[src/rtl/mem_arbiter.sv]
// Shares the single MMU memory path between instruction fetch and the MEM-stage
// data port: one transaction at a time, fixed-length access window, one-cycle ready.
module mem_arbiter #(
  parameter int ADDR_W      = 16,
  parameter int DATA_W      = 16,
  parameter int WAIT_CYCLES = 1
) (
  input  logic              clk,
  input  logic              rst,
  input  logic              if_req_i,
  input  logic [ADDR_W-1:0] if_addr_i,
  output logic [DATA_W-1:0] if_data_o,
  output logic              if_ready_o,
  input  logic              mem_req_i,
  input  logic              mem_we_i,
  input  logic [ADDR_W-1:0] mem_addr_i,
  input  logic [DATA_W-1:0] mem_wdata_i,
  output logic [DATA_W-1:0] mem_rdata_o,
  output logic              mem_ready_o,
  output logic              stall_o,
  output logic              memEnable_o,
  output logic              memReadWrite_o,
  output logic [ADDR_W-1:0] memAddress_o,
  output logic [DATA_W-1:0] memDataWrite_o,
  input  logic [DATA_W-1:0] memDataRead_i
);

  // Handshake: a requester holds req and operands from assertion through its ready
  // cycle; ready is a single-cycle pulse, and req still high after it starts a new access.

  localparam logic MEM_READ  = 1'b0;
  localparam logic MEM_WRITE = 1'b1;

  typedef enum logic [1:0] {
    S_IDLE   = 2'd0,
    S_ACCESS = 2'd1,
    S_RESP   = 2'd2
  } state_t;

  state_t            r_state;
  state_t            w_state_nxt;
  logic [2:0]        r_cnt;
  logic              r_last_mem;
  logic              r_grant_mem;
  logic              r_we;
  logic [ADDR_W-1:0] r_addr;
  logic [DATA_W-1:0] r_wdata;
  logic [DATA_W-1:0] r_if_data;
  logic [DATA_W-1:0] r_mem_rdata;

  logic w_start;
  logic w_pick_mem;
  logic w_capture;
  logic w_access;

  always_comb begin
    w_state_nxt = r_state;
    w_start     = 1'b0;
    w_pick_mem  = 1'b0;
    w_capture   = 1'b0;
    case (r_state)
      S_IDLE: begin
        if (if_req_i || mem_req_i) begin
          w_start     = 1'b1;
          // MEM wins a tie unless it also took the previous grant.
          w_pick_mem  = mem_req_i && (!if_req_i || !r_last_mem);
          w_state_nxt = S_ACCESS;
        end
      end
      S_ACCESS: begin
        if (r_cnt == 3'd0) begin
          w_capture   = 1'b1;
          w_state_nxt = S_RESP;
        end
      end
      S_RESP:  w_state_nxt = S_IDLE;
      default: w_state_nxt = S_IDLE;
    endcase
  end

  always_ff @(posedge clk or posedge rst) begin
    if (rst) begin
      r_state     <= S_IDLE;
      r_cnt       <= 3'd0;
      r_last_mem  <= 1'b0;
      r_grant_mem <= 1'b0;
      r_we        <= MEM_READ;
      r_addr      <= '0;
      r_wdata     <= '0;
      r_if_data   <= '0;
      r_mem_rdata <= '0;
    end else begin
      r_state <= w_state_nxt;
      if (w_start) begin
        r_cnt       <= 3'(WAIT_CYCLES);
        r_grant_mem <= w_pick_mem;
        r_last_mem  <= w_pick_mem;
        r_we        <= w_pick_mem ? mem_we_i : MEM_READ;
        r_addr      <= w_pick_mem ? mem_addr_i : if_addr_i;
        r_wdata     <= w_pick_mem ? mem_wdata_i : '0;
      end else if (r_state == S_ACCESS && r_cnt != 3'd0) begin
        r_cnt <= r_cnt - 3'd1;
      end
      if (w_capture && r_we == MEM_READ) begin
        if (r_grant_mem) r_mem_rdata <= memDataRead_i;
        else             r_if_data   <= memDataRead_i;
      end
    end
  end

  // MMU outputs come straight from state so an async reset drops enable at once.
  assign w_access       = (r_state == S_ACCESS);
  assign memEnable_o    = w_access;
  assign memReadWrite_o = w_access ? r_we : MEM_READ;
  assign memAddress_o   = w_access ? r_addr : '0;
  assign memDataWrite_o = w_access ? r_wdata : '0;

  assign if_ready_o  = (r_state == S_RESP) && !r_grant_mem;
  assign mem_ready_o = (r_state == S_RESP) &&  r_grant_mem;
  assign if_data_o   = r_if_data;
  assign mem_rdata_o = r_mem_rdata;

  assign stall_o = (if_req_i && !if_ready_o) || (mem_req_i && !mem_ready_o);

endmodule
[config.mk]
export PLATFORM = sky130hd
export DESIGN_NAME = mem_arbiter
export DESIGN_NICKNAME = d
export VERILOG_FILES = /design/src/rtl/mem_arbiter.sv
export SDC_FILE = /design/constraint.sdc
export NUM_CORES = 1
export LEC_CHECK = 0
export ABC_AREA = 1
export BUFFER_PORTS_ARGS = -buffer_cell sky130_fd_sc_hd__buf_4
export CAP_MARGIN = 20
export CORE_ASPECT_RATIO = 1.75
export CORE_MARGIN = 1
export CORE_UTILIZATION = 45
export CTS_BUF_LIST = sky130_fd_sc_hd__clkbuf_4
export CTS_CLUSTER_DIAMETER = 30
export CTS_CLUSTER_SIZE = 12
export DETAILED_ROUTE_END_ITERATION = 7
export PLACE_DENSITY = 0.76
export RECOVER_POWER = 50
export SYNTH_ARGS = -nofsm -noshare
export SYNTH_HDL_FRONTEND = slang
export SYNTH_SLANG_ARGS = --single-unit
export TNS_END_PERCENT = 100
[constraint.sdc]
create_clock -name clk -period 4.7 [get_ports clk]
set_clock_uncertainty 0.15 [all_clocks]
set_input_delay 0.235 -clock clk [delete_from_list [all_inputs] [get_ports clk]]
set_output_delay 0.235 -clock clk [all_outputs]
set_load 0.03 [all_outputs]
==> results_tabular.tex <==
\begin{tabular}{lr}
\hline
Metric & Value \\
\hline
\multicolumn{2}{l}{\textbf{Timing}} \\
\quad Final setup fails & 0 \\
\quad Fin. max-slew vios & 72 \\
\quad Period utilisation layout & 63.62\% \\
\quad Final period demand of the worst path & 2.990 ns \\
\quad Final TNS setup & 0 ns \\
\quad RSZ-0062 raised after global routing & no \\
\quad Maximum frequency from static timing analysis & 334.4 MHz \\
\quad Worst slew pin tran & 1.720 ns \\
\quad Relative max-transition margin & -14.68\% \\
\quad Number of endpoints with negative hold slack in the final report & 0 \\
\multicolumn{2}{l}{\textbf{GRT}} \\
\quad Aggregate global-route resource usage & 26.95\% \\
\quad Vias in the first global route & 3,703 \\
\quad Wire length of the first global-routing pass & 16,290 microns \\
\quad Maximum number of pins on one net before global-route repair & 72 \\
\quad Global-route congestion overflow total & 0 \\
\quad Initial antenna violation count & 1 \\
\multicolumn{2}{l}{\textbf{Pwr}} \\
\quad Highest ir drop seen on vdd & 0.3811 mV \\
\quad Standby leakage power & 2.805 nW \\
\quad P per Cell Area & 655.2 nW/um\^{}2 \\
\multicolumn{2}{l}{\textbf{Cells and area}} \\
\quad Final instance count without filler cells & 723 \\
\quad Proportion of layout cells with a drive suffix above 1 & 20.35\% \\
\quad Net count reported at finish & 700 \\
\quad Relative area change from synthesis to final layout & 47.32\% \\
\quad Finished Core Util & 68.06\% \\
\quad Cell area after layout & 5150 sq um \\
\multicolumn{2}{l}{\textbf{Clocking}} \\
\quad Inserted Clock Buffers & 9 \\
\quad Number of buffers between clock root and the deepest sink & 2 \\
\quad Root buffer cell & sky130\_fd\_sc\_hd\_\_clkbuf\_4 \\
\quad CTS sink count & 71 \\
\quad TritonCTS clock tree & built \\
\quad Number of buffers inserted by post-CTS setup repair & 0 \\
\quad Skew-Pair Late Insertion Delay & 0.41 ns \\
\quad CTS H-tree depth & 3 \\
\quad Worst-path clk slew & 0.11 ns \\
\multicolumn{2}{l}{\textbf{Setup path}} \\
\quad Crit path launch type & register \\
\quad CP cell instances & clkinv\_1, nor3\_1, o22ai\_1, buf\_4 \\
\quad WP data required & 4.32 ns \\
\quad WP data arrival & 2.61 ns \\
\quad Crit path largest cell delay & 0.78 ns \\
\quad Start-to-end type of the worst setup path & register to output port \\
\quad Critical path's slowest cell & sky130\_fd\_sc\_hd\_\_dfrtp\_1 \\
\quad Critical Path Fanout Max & 20 \\
\quad Worst Setup End Kind & output port \\
\quad Buffers \& Inverters on Critical Path & 2 \\
\quad Largest delay contributor family on the critical path & buffers and inverters \\
\multicolumn{2}{l}{\textbf{Min path}} \\
\quad HP Class & primary input to register \\
\multicolumn{2}{l}{\textbf{Placed design}} \\
\quad Dpl cell area & 4511 sq um \\
\quad Detailed Place HPWL & 6332 microns \\
\quad Number of port buffers & 137 \\
\quad Placed insts & 643 \\
\quad Final Wtd Congestion & 0.8218 \\
\multicolumn{2}{l}{\textbf{Synth}} \\
\quad Synthesized instance count & 442 \\
\quad Avg Inst Size Synth & 7.909 sq um \\
\quad Share of synthesized flip-flops with an asynchronous set or reset & 100.0\% \\
\quad Yosys warning count & 0 \\
\quad Area contributors post-synth & sky130\_fd\_sc\_hd\_\_dfrtp\_1, sky130\_fd\_sc\_hd\_\_nand2\_1, sky130\_fd\_sc\_hd\_\_inv\_1 \\
\quad Area share of the largest cell type after synthesis & 50.82\% \\
\quad Sequential-to-total area share from yosys stat & 50.82\% \\
\quad Prevailing post-synth register cell & sky130\_fd\_sc\_hd\_\_dfrtp\_1 \\
\quad Syn nets & 513 \\
\quad EDFF count, synth & 0 \\
\quad Post-Syn Area & 3496 sq um \\
\quad Unique masters post-synth & 23 \\
\quad Yosys top cell by area & sky130\_fd\_sc\_hd\_\_dfrtp\_1 \\
\quad Number of synthesized register bits & 71 \\
\multicolumn{2}{l}{\textbf{Drt}} \\
\quad Remaining design rule violation count & 0 \\
\quad Vias after detailed routing & 3,660 \\
\quad Vias per Instance & 5.062 \\
\quad Pre-antenna DRT Iters & 4 \\
\quad Iteration-0 DRC Markers & 351 \\
\quad Remaining number of nets flagged by the antenna check after routing & 0 \\
\quad Mean routed wirelength per cell & 14.15 microns \\
\quad Sum of routed wire length over all layers & 10,230 microns \\
\multicolumn{2}{l}{\textbf{Die}} \\
\quad Standard-cell rows & 42 \\
\quad Starting Density & 46.20\% \\
\quad Die X & 68.63 microns \\
\quad Floorplan die height & 118.6 microns \\
\quad Top-level I/O count & 138 \\
\quad Core area & 7567 sq um \\
\quad Die outline area & 8139 sq um \\
\multicolumn{2}{l}{\textbf{Status}} \\
\quad Outcome & complete, but fails checks \\
\quad Violated checks & capacitance limit, slew limit \\
\multicolumn{2}{l}{\textbf{Run}} \\
\quad Maxcap violations & 1 \\
\hline
\end{tabular}
-- power breakdown --
part           internal, W  switching, W  leakage [nW]
clock network     0.000169      0.000209        0.0696
registers         0.000898      0.000177         0.876
logic             0.000587       0.00133          1.86
total              0.00165       0.00172          2.80
-- cell type report --
class	count	area (sq um)
sequential	71	1777
antenna	1	2.502
fill	652	2417
clock inverter	5	48.80
multi-input combinational	252	1229
clock buffer	11	82.58
timing repair buffer	202	1551
inverter	93	349.1
tap	88	110.1
-- worst reg2reg max path: cells and delay by family, from the launching register on --
kind,cells,cell delay (ns)
simple gates,5,1.46
flops,1,0.64
buf+inv,1,0.59
-- flip-flops by register name, summed over array words and instances, names as in the netlist --
signal and flops:
r_wdata 16, r_cnt 3, r_addr 16, mem_rdata_o 16, r_we 1, r_grant_mem 1, r_state 2, if_data_o 16
-- per-layer routing --
layer  track usage [%]  part of all wire [%]  vias to the layer above
met1             28.50                    35                     1735
met4             13.41                   3.5                        0
met2             47.37                    57                      134
li1                  -                     -                     1761
met3             5.985                   4.5                       30
met5                 0                     0                        -
-- cell usage in the layout, fill, tap and decap left out, drive strengths merged, types with 3 or more instances in the layout --
cell type,count
buf,105
clkbuf,45
clkinv,5
dfrtp,71
dlygate4sd3,63
inv,91
nand2,120
nand3,23
nand4,48
nor2,35
o21ai,3
o22ai,18
-- cell usage after synthesis, types with 4 or more instances --
cell type,count
sky130_fd_sc_hd__nand2_1,118
sky130_fd_sc_hd__inv_1,89
sky130_fd_sc_hd__dfrtp_1,71
sky130_fd_sc_hd__nand4_1,48
sky130_fd_sc_hd__nor2_1,33
sky130_fd_sc_hd__nand3_1,20
sky130_fd_sc_hd__o22ai_1,18
sky130_fd_sc_hd__clkbuf_1,11
sky130_fd_sc_hd__buf_2,9
sky130_fd_sc_hd__buf_4,4
-- repair_timing --
| item | CTS | global route |
|---|---|---|
| gates resized for setup | 0 | 0 |
| endpoints found under the hold margin | 136 | 0 |
| hold buffers | 63 | 0 |
-- stage by stage --
stage	setup WS, ns	power (W)	hold WS, ns
floorplan	2.518	0.002382	0.2336
global placement	2.234	0.002969	0.3067
detailed placement	2.174	0.003023	0.3112
CTS	1.678	0.003489	0.002687
global route	1.440	0.003611	0.03109
finish	1.710	0.003374	0.04476
-- worst paths after layout --
check / startpoint / to / slack (ns) / depth (start not counted)
min reg2reg: if_data_o[15]$_DFFE_PP0P_ / if_data_o[15]$_DFFE_PP0P_ / 0.33 / 2
min in group asynchronous: rst / if_data_o[1]$_DFFE_PP0P_ / 0.81 / 4
max in group asynchronous: rst / if_data_o[6]$_DFFE_PP0P_ / 2.55 / 4
max: r_grant_mem$_DFFE_PP0P_ / stall_o / 1.71 / 4
min: mem_addr_i[15] / r_addr[15]$_DFFE_PP0P_ / 0.04 / 5
max reg2reg: r_grant_mem$_DFFE_PP0P_ / r_addr[1]$_DFFE_PP0P_ / 1.81 / 6
-- cells by family after synthesis --
group,synth area share [%]
AO/OA/AOI/OAI,3.758
XOR/XNOR,0.2506
adder cells (fa/ha/maj),0.7157
buffers and inverters,13.96
flip-flops,50.82
AND/OR/NAND/NOR,30.49
No activity file was read; power rests on OpenSTA's default activity.
